**src/rtl/commit_trace_tx.sv**
```systemverilog
// Commit-trace transmitter: captures write-back commits and hazard flags, then streams 10-byte packets.
// A capture into an empty idle FIFO shows byte 0 one edge later; tx_data/tx_valid hold while tx_ready is low.
module commit_trace_tx #(
  parameter int DEPTH   = 8,
  parameter bit SKIP_X0 = 1'b1
) (
  input  logic                     clk,
  input  logic                     reset,
  input  logic                     wb_valid,
  input  logic [31:0]              wb_pc,
  input  logic [4:0]               wb_rd,
  input  logic [31:0]              wb_data,
  input  logic                     stall_evt,
  input  logic                     flush_evt,
  output logic [7:0]               tx_data,
  output logic                     tx_valid,
  input  logic                     tx_ready,
  output logic [$clog2(DEPTH):0]   fifo_level,
  output logic [15:0]              dropped_cnt,
  output logic                     busy
);
  localparam int          AW       = $clog2(DEPTH);
  localparam logic [AW:0] FULL_LVL = (AW+1)'(DEPTH);
  localparam logic [AW:0] PTR_ONE  = (AW+1)'(1);
  localparam logic [7:0]  SYNC     = 8'hA5;

  typedef struct packed {
    logic        drop;
    logic        stall;
    logic        flush;
    logic [4:0]  rd;
    logic [31:0] pc;
    logic [31:0] data;
  } rec_t;

  typedef enum logic {IDLE, SEND} state_t;

  rec_t        mem [DEPTH];
  rec_t        pkt;
  rec_t        rec_in;
  state_t      state;
  logic [AW:0] wr_ptr;
  logic [AW:0] rd_ptr;
  logic [3:0]  idx;
  logic        stall_seen;
  logic        flush_seen;
  logic        drop_seen;
  logic        cap;
  logic        push;
  logic        pop;
  logic        drop;
  logic        hs;
  logic        last;
  logic        empty;
  logic        full;

  assign fifo_level = wr_ptr - rd_ptr;
  assign empty      = (fifo_level == '0);
  assign full       = (fifo_level == FULL_LVL);
  assign hs         = tx_valid && tx_ready;
  assign last       = hs && (idx == 4'd9);
  assign pop        = !empty && ((state == IDLE) || last);
  assign cap        = wb_valid && !(SKIP_X0 && (wb_rd == 5'd0));
  assign push       = cap && (!full || pop);
  assign drop       = cap && !push;
  assign busy       = !empty || (state == SEND);
  assign rec_in     = {drop_seen, stall_seen | stall_evt, flush_seen | flush_evt,
                       wb_rd, wb_pc, wb_data};

  function automatic logic [7:0] pkt_byte(input rec_t r, input logic [3:0] i);
    case (i)
      4'd0:    pkt_byte = SYNC;
      4'd1:    pkt_byte = {r.drop, r.stall, r.flush, r.rd};
      4'd2:    pkt_byte = r.pc[7:0];
      4'd3:    pkt_byte = r.pc[15:8];
      4'd4:    pkt_byte = r.pc[23:16];
      4'd5:    pkt_byte = r.pc[31:24];
      4'd6:    pkt_byte = r.data[7:0];
      4'd7:    pkt_byte = r.data[15:8];
      4'd8:    pkt_byte = r.data[23:16];
      4'd9:    pkt_byte = r.data[31:24];
      default: pkt_byte = 8'h00;
    endcase
  endfunction

  // When full with a simultaneous pop, write and read hit the same slot; the pop sees the old record.
  always_ff @(posedge clk) begin
    if (push) mem[wr_ptr[AW-1:0]] <= rec_in;
  end

  always_ff @(posedge clk or negedge reset) begin
    if (!reset) begin
      wr_ptr      <= '0;
      rd_ptr      <= '0;
      dropped_cnt <= '0;
      stall_seen  <= 1'b0;
      flush_seen  <= 1'b0;
      drop_seen   <= 1'b0;
      state       <= IDLE;
      pkt         <= '0;
      idx         <= '0;
      tx_data     <= '0;
      tx_valid    <= 1'b0;
    end else begin
      if (push) wr_ptr <= wr_ptr + PTR_ONE;
      if (pop)  rd_ptr <= rd_ptr + PTR_ONE;
      if (drop && (dropped_cnt != 16'hFFFF)) dropped_cnt <= dropped_cnt + 16'd1;

      // Flags ride on the next accepted record; a dropped record leaves them pending.
      if (push) begin
        stall_seen <= 1'b0;
        flush_seen <= 1'b0;
        drop_seen  <= 1'b0;
      end else begin
        if (stall_evt) stall_seen <= 1'b1;
        if (flush_evt) flush_seen <= 1'b1;
        if (drop)      drop_seen  <= 1'b1;
      end

      if (pop) begin
        pkt      <= mem[rd_ptr[AW-1:0]];
        idx      <= '0;
        tx_data  <= SYNC;
        tx_valid <= 1'b1;
        state    <= SEND;
      end else if (last) begin
        idx      <= '0;
        tx_data  <= '0;
        tx_valid <= 1'b0;
        state    <= IDLE;
      end else if (hs) begin
        idx     <= idx + 4'd1;
        tx_data <= pkt_byte(pkt, idx + 4'd1);
      end
    end
  end
endmodule

```
**config.mk**
```make
export PLATFORM = sky130hd
export DESIGN_NAME = commit_trace_tx
export DESIGN_NICKNAME = d
export VERILOG_FILES = /design/src/rtl/commit_trace_tx.sv
export SDC_FILE = /design/constraint.sdc
export NUM_CORES = 1
export LEC_CHECK = 0
export ABC_AREA = 1
export CAP_MARGIN = 0
export CORE_AREA = 2 2 250 252
export CTS_CLUSTER_DIAMETER = 80
export DETAILED_ROUTE_END_ITERATION = 7
export DIE_AREA = 0 0 252 254
export GPL_TIMING_DRIVEN = 0
export HOLD_SLACK_MARGIN = 0.02
export PLACE_DENSITY = 0.68
export SLEW_MARGIN = 20
export SYNTH_ARGS = -nofsm -noshare
export SYNTH_HDL_FRONTEND = slang
export SYNTH_SLANG_ARGS = --single-unit
```
**constraint.sdc**
```tcl
create_clock -name clk -period 5.82 [get_ports clk]
set_input_delay 0.582 -clock clk [delete_from_list [all_inputs] [get_ports clk]]
set_output_delay 0.582 -clock clk [all_outputs]
set_load 0.02 [all_outputs]
```
==> results of run 1 <==
sequential cells by signal, summed over array words and instances, names as in the netlist:
name	flops
stall_seen	1
wr_ptr	4
idx	4
tx_data	8
pkt	72
drop_seen	1
dropped_cnt	16
state	1
flush_seen	1
rd_ptr	4
mem	576
power by group:
part           switching (mW)  total [mW]  internal, mW
Sequential              0.434        6.83          6.39
Clock                    1.84        4.65          2.80
Combinational            4.34        6.14          1.80
Total                    6.61        17.6          11.0
repair_timing:
| action | CTS | global route |
|---|---|---|
| hold buffers | 1 | 0 |
| hold endpoints to repair | 33 | 0 |
| setup endpoints to repair | 20 | 0 |
layer usage:
metal | wire [microns] | GRT usage (%) | up-vias
li1 | - | - | 8450
met1 | 30000 | 30.6 | 9150
met2 | 34400 | 36.7 | 790
met3 | 5380 | 3.66 | 133
met4 | 2160 | 8.13 | 0
met5 | 0 | 0 | -
worst max path at each step:
stage,cells past startpoint,slack [ns],from,endpoint
after floorplan,14,-0.16,rd_ptr[2],mem[0][0]
after global placement,14,-4.63,rd_ptr[1],mem[0][21]
after detailed placement,16,0.004,rd_ptr[1],mem[2][20]
after CTS,16,0.41,rd_ptr[2],mem[2][5]
after global routing,16,0.22,rd_ptr[2],mem[2][0]
final,16,0.43,rd_ptr[2],mem[2][15]
cell type report:
class	instances	share of cell area [%]
Inverter	48	0.556
Antenna cell	1	0.00772
Timing Repair Buffer	131	5.08
Sequential cell	688	62.0
Clock buffer	91	5.97
Clock inverter	40	1.44
Multi-Input combinational cell	1341	20.1
Buffer	138	1.74
Tap cell	790	3.05
worst max-delay path, cell delays in order (launching register included):
cell and delay, ns:
dfrtp_1 0.48, inv_1 0.14, clkbuf_1 0.77, buf_1 0.46, ha_1 0.36, a21oi_1 0.15
nand2_1 0.07, or2_1 0.20, nand2_1 0.16, inv_1 0.08, nand3_1 0.21, nand3_1 0.34
inv_2 0.30, nand2_1 0.30, nor2_4 0.57, buf_16 0.25, buf_12 0.20
per-stage QoR:
step,instance area [sq um],TNS (ns),total power [mW],setup slack (ns),hold slack (ns)
global placement,29400,-2101.77,12.7,-4.63,0.475
CTS,32400,0,17.6,0.406,0.455
detailed placement,30000,0,13.0,0.00435,0.483
finish,32400,0,17.6,0.425,0.464
floorplan,27300,-46.46,10.4,-0.161,0.286
global route,32400,0,18.5,0.216,0.493
cell families after synthesis:
family	Yosys count	synth area share (%)
mux	6	0.220
fa+ha+maj	12	0.577
buf+inv	187	2.74
flops	688	73.6
compound gates	510	10.4
xor+xnor	21	0.701
simple gates	792	11.8
layout by cell type (no fill, tap or decap), types with 3 or more instances in the layout:
cell / n
a31oi_1: 66
nor2_2: 3
buf_4: 3
nor2_1: 363
xor2_1: 11
nor2_4: 9
o21ai_0: 293
a21oi_1: 9
clkbuf_1: 116
buf_12: 16
nand4_1: 36
buf_2: 22
clkinv_2: 14
o22ai_1: 134
clkinv_1: 10
dfrtp_1: 112
ha_1: 11
o221ai_1: 6
nor3_1: 5
inv_1: 46
nand3_1: 63
clkdlybuf4s50_1: 103
xnor2_1: 9
bufinv_16: 10
buf_1: 11
mux2i_1: 6
buf_16: 10
clkbuf_16: 74
nand2_1: 301
edfxtp_1: 576
nand3b_1: 3
==> results.txt, run 1 <==
status: finished clean
Nets: 2506
RR Startpoint: rd_ptr[2]
clock sink count: 688
count leader, synth: edfxtp_1
FMAX: 185 MHz
EDFF count, synth: 576
post_cts resized: 0
# fillers: 5067
area of the multi-input gates: 0.00653 sq mm
Clock transition at path regs: 0.06 ns
worst reg-to-reg setup slack: 0.43 ns
vias per cell: 5.67
clk root buf: clkbuf_16
Worst slew margin: 22.1%
sequential standard cell area: 0.0201 sq mm
H-tree levels: 3
TritonCTS buffer count: 71
Slew @ Worst Pin: 1.17 ns
Area Overhead vs Synth: 18.7%
Post-synth top cells: edfxtp_1 (576), nor2_1 (371), nand2_1 (301), o21ai_0 (293), o22ai_1 (134)
die height: 254 microns
Yosys top cell by area: edfxtp_1
vias in the first global route: 18300
first-pass GRT wire length: 109000 microns
starting density of the core: 44.6%
Routed WL: 71900 microns
post-synthesis cell area: 0.0273 sq mm
worst hold path type: input pin to asynchronous set/reset pin
Most used DFF post-synth: edfxtp_1
Seq cells post-synth: 688
endpoints failing hold: 0
worst-skew pair later-pin latency: 0.61 ns
clk buf depth: 3
leading post-synthesis cells by cell area: edfxtp_1 (63%), dfrtp_1 (10%), o21ai_0 (5.4%)
antenna viol nets, final: 0
setup violators final: 0
share of post-route cells with drive strength above 1: 7.19%
Post-DP HPWL: 49000 microns
CTS tree: done
Leak Pwr: 11.3 nW
grt ovf: 0
placed insts: 3136
Final Skew: 0.0218 ns
worst r2r path cells: 16
register area share after synthesis: 73.6%
syn nets: 2303
initial antenna violation count: 2
Worst EP required: 6.12 ns
Async S/R FF share, synth: 16.3%
full die area: 0.0640 sq mm
pwr/cell area: 543 mW/mm^2
final std cells w/o fill: 3268
I/O Pins: 105
Final Max Tran Viols: 0
Yosys Warn Count: 0
Max Cap Viol: 0
crit path time final: 5.39 ns
RSZ-0062 raised after global routing: no
fin crit share: 92.7%
number of DRC markers in iteration 0: 1942
via count: 18500
largest net degree at the start of global routing: 80
Synth Instances: 2216
Avg Inst Size Synth: 12.3 sq um
CP Launch Type: flop
GRT Total Usage: 22.5%
CP Max Fanout: 22
Die X: 252 microns
postcts setup bufs: 0
post-layout util: 52.9%
core area: 0.0613 sq mm
Yosys top cell area share: 63.3%
post-DR wirelength/cell: 22.0 microns
CP Capture Type: flop
Remaining DRCs: 0
Netlist cell types: 37
Crit Path Category: flop to flop
number of port buffers: 104
GPL Wtd Cong: 0.895
TritonRoute pass-1 iters: 8
Rows: 91
VDD IR max: 0.258 mV
RR Endpoint: mem[2][15]
Worst Path Arrival: 5.69 ns
No activity file was read; power rests on OpenSTA's default activity.
==> run 2, diff against run 1 <==
--- a/config.mk
+++ b/config.mk
@@ -7,13 +7,13 @@
 export LEC_CHECK = 0
 export ABC_AREA = 1
 export CAP_MARGIN = 0
-export CORE_AREA = 2 2 250 252
+export CORE_AREA = 2 2 226 228
 export CTS_CLUSTER_DIAMETER = 80
 export DETAILED_ROUTE_END_ITERATION = 7
-export DIE_AREA = 0 0 252 254
+export DIE_AREA = 0 0 228 230
 export GPL_TIMING_DRIVEN = 0
 export HOLD_SLACK_MARGIN = 0.02
-export PLACE_DENSITY = 0.68
+export PLACE_DENSITY = 0.8
 export SLEW_MARGIN = 20
 export SYNTH_ARGS = -nofsm -noshare
 export SYNTH_HDL_FRONTEND = slang
==> results.txt, run 2 (synthesis results as in run 1) <==
largest net degree at the start of global routing: 65
clk root buf: clkbuf_16
VDD IR max: 0.327 mV
postcts setup bufs: 0
Nets: 2503
starting density of the core: 54.8%
Worst Path Buf+Inv: 7
routed wl met3: 6490 microns
Final Max Tran Viols: 0
final std cells w/o fill: 3136
vias per cell: 6.10
GPL Wtd Cong: 0.905
Worst Path Arrival: 5.66 ns
max reg flops: 576
most frequent cells in the layout: edfxtp_1 (576), nor2_1 (363), nand2_1 (301), o21ai_0 (293), o22ai_1 (134)
I/O Pins: 105
clock sink count: 688
Routed WL: 71200 microns
CTS tree: done
CP Capture Type: flop
FMAX: 186 MHz
metal2 WL: 34500 microns
placed insts: 3017
TritonRoute pass-1 iters: 6
pwr/cell area: 535 mW/mm^2
Slew @ Worst Pin: 1.21 ns
Worst slew margin: 19.1%
crit path time final: 5.37 ns
GRT Total Usage: 27.2%
worst hold path type: flop to flop
Area Overhead vs Synth: 16.9%
RSZ-0062 raised after global routing: no
fin crit share: 92.2%
share of post-route cells with drive strength above 1: 6.45%
number of DRC markers in iteration 0: 2966
wl on met1: 27400 microns
H-tree levels: 3
core area: 0.0499 sq mm
CP Launch Type: flop
Rows: 82
PnR worst setup slack: 0.452 ns
Max Cap Viol: 0
full die area: 0.0524 sq mm
endpoints failing hold: 0
number of port buffers: 104
Post-DP HPWL: 47700 microns
Final Skew: 0.0262 ns
Leak Pwr: 11.1 nW
Worst EP required: 6.11 ns
post-place setup slack: 0.207 ns
top sig layer: met4
grt ovf: 0
vias in the first global route: 18900
worst-skew pair later-pin latency: 0.61 ns
initial antenna violation count: 0
die height: 230 microns
Crit Path Category: flop to flop
Antenna Cells: 0
Die X: 228 microns
setup violators final: 0
worst hold margin: 0.506 ns
CP Max Fanout: 22
via count: 19100
crit-path cells: inv_1 -> clkbuf_1 -> buf_1 -> ha_1 -> a21oi_1 -> nand2_1 -> or2_1 -> nand2_1 -> inv_1 -> nand3_1 -> nand3_1 -> inv_2 -> nand2_1 -> nor2_4 -> buf_16 -> buf_12
slowest CP cell: clkbuf_1
status: finished clean
critical path's largest stage delay: 0.70 ns
Clock transition at path regs: 0.06 ns
Remaining DRCs: 0
CP top delay family: buffers and inverters
first-pass GRT wire length: 109000 microns
most common cell after layout, fill and taps aside: edfxtp_1
antenna viol nets, final: 0
post_cts resized: 0
post-DR wirelength/cell: 22.7 microns
clk buf depth: 3
most numerous cell on the critical path: nand2_1
TritonCTS buffer count: 69
-- run 2: cell types whose count changed in the layout (fill, tap and decap cells not counted), moves of 2 or more --
| cell | change |
|---|---|
| bufinv_16 | -8 |
| clkinv_2 | -7 |
| clkinv_1 | +4 |
| buf_16 | -2 |
| clkbuf_1 | +2 |
| inv_6 | -2 |
-- run 2: what timing repair did --
item | CTS | global route
hold endpoints to repair | 51 | 0
endpoints found under the setup margin | 0 | 75
hold buffers | 1 | 0
-- run 2: power breakdown --
part           switching (mW)  internal, mW
combinational            4.28          1.78
clock                    1.79          2.40
sequential              0.446          6.40
-- run 2: final timing paths --
| path | startpoint | to | slack [ns] | depth (start not counted) |
|---|---|---|---|---|
| setup / recovery | rd_ptr[2] | mem[0][18] | 0.45 | 16 |
| hold / removal | pkt[53] | pkt[53] | 0.51 | 2 |
| setup reg to reg | rd_ptr[2] | mem[0][18] | 0.45 | 16 |
| hold reg to reg | pkt[53] | pkt[53] | 0.51 | 2 |
| max in group asynchronous | reset | pkt[29] | 4.57 | 3 |
| min in group asynchronous | reset | flush_seen | 0.52 | 2 |
-- run 2: final cells by class --
type | instances | area, sq um
Sequential cell | 688 | 20100
Fill cell | 3572 | 17900
Multi-Input combinational cell | 1341 | 6530
Clock buffer | 92 | 1920
Timing Repair Buffer | 130 | 1610
Tap cell | 672 | 841
Buffer | 138 | 564
Clock inverter | 27 | 183
Inverter | 48 | 180
-- run 2: metal layers --
layer	vias up	GRT usage [%]
met5	-	0
met4	0	11.7
met3	164	4.65
met2	1113	44.4
met1	9428	36.3
li1	8439	-
-- run 2: through the flow --
stage                     TNS (ns)  utilization (%)  total power [mW]  cell area (sq um)
after global routing             0             64.0              17.9              31900
after CTS                        0             64.0              17.0              31900
after global placement    -1797.05             58.6              12.5              29200
final                            0             64.0              17.1              31900
after detailed placement         0             59.8              12.8              29800
after floorplan             -46.46                -              10.4              27300
-- run 2: worst register-to-register path: cells and delay by family, from the launching register on --
family | cells | cell delay [ns]
buf+inv | 7 | 2.21
simple gates | 7 | 1.81
flops | 1 | 0.48
fa+ha+maj | 1 | 0.36
compound gates | 1 | 0.18
==> run 3, diff against run 2 <==
--- a/config.mk
+++ b/config.mk
@@ -7,13 +7,13 @@
 export LEC_CHECK = 0
 export ABC_AREA = 1
 export CAP_MARGIN = 0
-export CORE_AREA = 2 2 226 228
-export CTS_CLUSTER_DIAMETER = 80
+export CORE_AREA = 2 2 237 239
+export CTS_CLUSTER_DIAMETER = 200
 export DETAILED_ROUTE_END_ITERATION = 7
-export DIE_AREA = 0 0 228 230
+export DIE_AREA = 0 0 239 241
 export GPL_TIMING_DRIVEN = 0
 export HOLD_SLACK_MARGIN = 0.02
-export PLACE_DENSITY = 0.8
+export PLACE_DENSITY = 0.78
 export SLEW_MARGIN = 20
 export SYNTH_ARGS = -nofsm -noshare
 export SYNTH_HDL_FRONTEND = slang
==> results.txt, run 3 (synthesis results as in run 1) <==
most common cell after layout, fill and taps aside: edfxtp_1
Nets: 2505
status: finished clean
share of post-route cells with drive strength above 1: 7.00%
Crit Path Category: flop to flop
clock sink count: 688
crit path time final: 5.48 ns
antenna viol nets, final: 0
number of port buffers: 104
largest net degree at the start of global routing: 84
post-place setup slack: 0.130 ns
CTS tree: done
core area: 0.0549 sq mm
most frequent cells in the layout: edfxtp_1 (576), nor2_1 (363), nand2_1 (301), o21ai_0 (293), o22ai_1 (134)
CP Launch Type: flop
GPL Wtd Cong: 0.909
endpoints failing hold: 0
post-layout util: 58.9%
area of the multi-input gates: 0.00653 sq mm
Seq pwr share: 38.7%
Final Max Tran Viols: 0
RR Startpoint: rd_ptr[2]
worst-skew pair later-pin latency: 0.63 ns
post_cts resized: 0
FMAX: 183 MHz
initial antenna violation count: 0
worst hold margin: 0.432 ns
starting density of the core: 49.8%
Gate power share: 35.1%
vias per cell: 5.98
post-DR wirelength/cell: 22.8 microns
pwr/cell area: 546 mW/mm^2
PnR worst setup slack: 0.344 ns
H-tree levels: 3
Max Cap Viol: 0
Slew @ Worst Pin: 1.23 ns
Setup TNS: 0 ns
die height: 241 microns
Clock power frac: 26.3%
Clock transition at path regs: 0.06 ns
number of DRC markers in iteration 0: 2310
Net Sw Frac: 37.7%
worst reg-to-reg setup slack: 0.34 ns
total design power: 17.7 mW
Final Skew: 0.0315 ns
max reg flops: 576
via count: 19000
VDD IR max: 0.259 mV
vias in the first global route: 18700
Worst EP required: 6.13 ns
Switching Power: 6.66 mW
clk root buf: clkbuf_16
worst hold path type: input pin to asynchronous set/reset pin
CP Capture Type: flop
Antenna Cells: 0
CP Max Fanout: 18
full die area: 0.0576 sq mm
TritonRoute pass-1 iters: 8
RSZ-0062 raised after global routing: no
Leak Pwr: 11.3 nW
fin crit share: 94.1%
Post-DP HPWL: 49000 microns
crit path from: rd_ptr[2]
Area Overhead vs Synth: 18.3%
Rows: 86
TritonCTS buffer count: 70
clk buf depth: 3
GRT Total Usage: 25.4%
Worst Path Arrival: 5.78 ns
first-pass GRT wire length: 110000 microns
Die X: 239 microns
Internal: 11.0 mW
sequential standard cell area: 0.0201 sq mm
I/O Pins: 105
Remaining DRCs: 0
Routed WL: 72400 microns
grt ovf: 0
setup violators final: 0
Worst slew margin: 17.8%
# fillers: 4117
-- run 3: worst max-delay path, cell delays in order (launching register included) --
cell	delay [ns]
dfrtp_1	0.48
inv_1	0.13
clkbuf_1	0.72
buf_1	0.46
ha_1	0.37
a21oi_1	0.15
nand2_1	0.07
or2_1	0.20
nand2_1	0.16
inv_1	0.08
nand3_1	0.20
nand3_1	0.37
inv_2	0.33
nand2_1	0.33
nor2_4	0.63
buf_16	0.25
buf_16	0.19
-- run 3: final cells by class --
cell class	count	share of cell area (%)
Sequential cell	688	62.2
Multi-Input combinational cell	1341	20.2
Clock buffer	94	5.99
Timing Repair Buffer	131	5.22
Tap cell	704	2.73
Buffer	138	1.75
Clock inverter	33	1.37
Inverter	48	0.558
-- run 3: repair_timing --
item                                    in CTS  in global routing
setup buffers                                0                  0
endpoints found under the setup margin       0                123
hold endpoints to repair                    29                  0
hold buffers                                 1                  0
-- run 3: power groups by stage --
| stage | sequential, mW | combinational (mW) | clock [mW] |
|---|---|---|---|
| final | 6.82 | 6.19 | 4.64 |
| after global placement | 7.00 | 5.62 | 0 |
| after global routing | 6.89 | 6.70 | 4.84 |
| after detailed placement | 6.90 | 6.05 | 0 |
| after CTS | 6.81 | 6.12 | 4.68 |
| after floorplan | 6.84 | 3.56 | 0 |
-- run 3: final timing paths --
kind | endpoint | depth (start not counted)
setup / recovery | mem[4][3] | 16
min in group clk | tx_data[3] | 2
setup reg to reg | mem[4][3] | 16
max in group asynchronous | pkt[18] | 3
hold / removal | flush_seen | 2
hold reg to reg | tx_data[3] | 2
-- run 3: metrics by stage --
step / cell area (sq um) / instances
after floorplan: 27300 / 2216
after global placement: 29200 / 3024
after detailed placement: 29900 / 3050
after CTS: 32300 / 3178
after global routing: 32300 / 3177
final: 32300 / 3177
-- run 3: per-layer routing --
layer	vias up	GRT usage [%]	wire length (microns)
met3	164	4.23	6810
li1	8457	-	-
met2	1068	41.7	34800
met1	9323	34.2	28400
met5	-	0	0
met4	0	9.53	2330
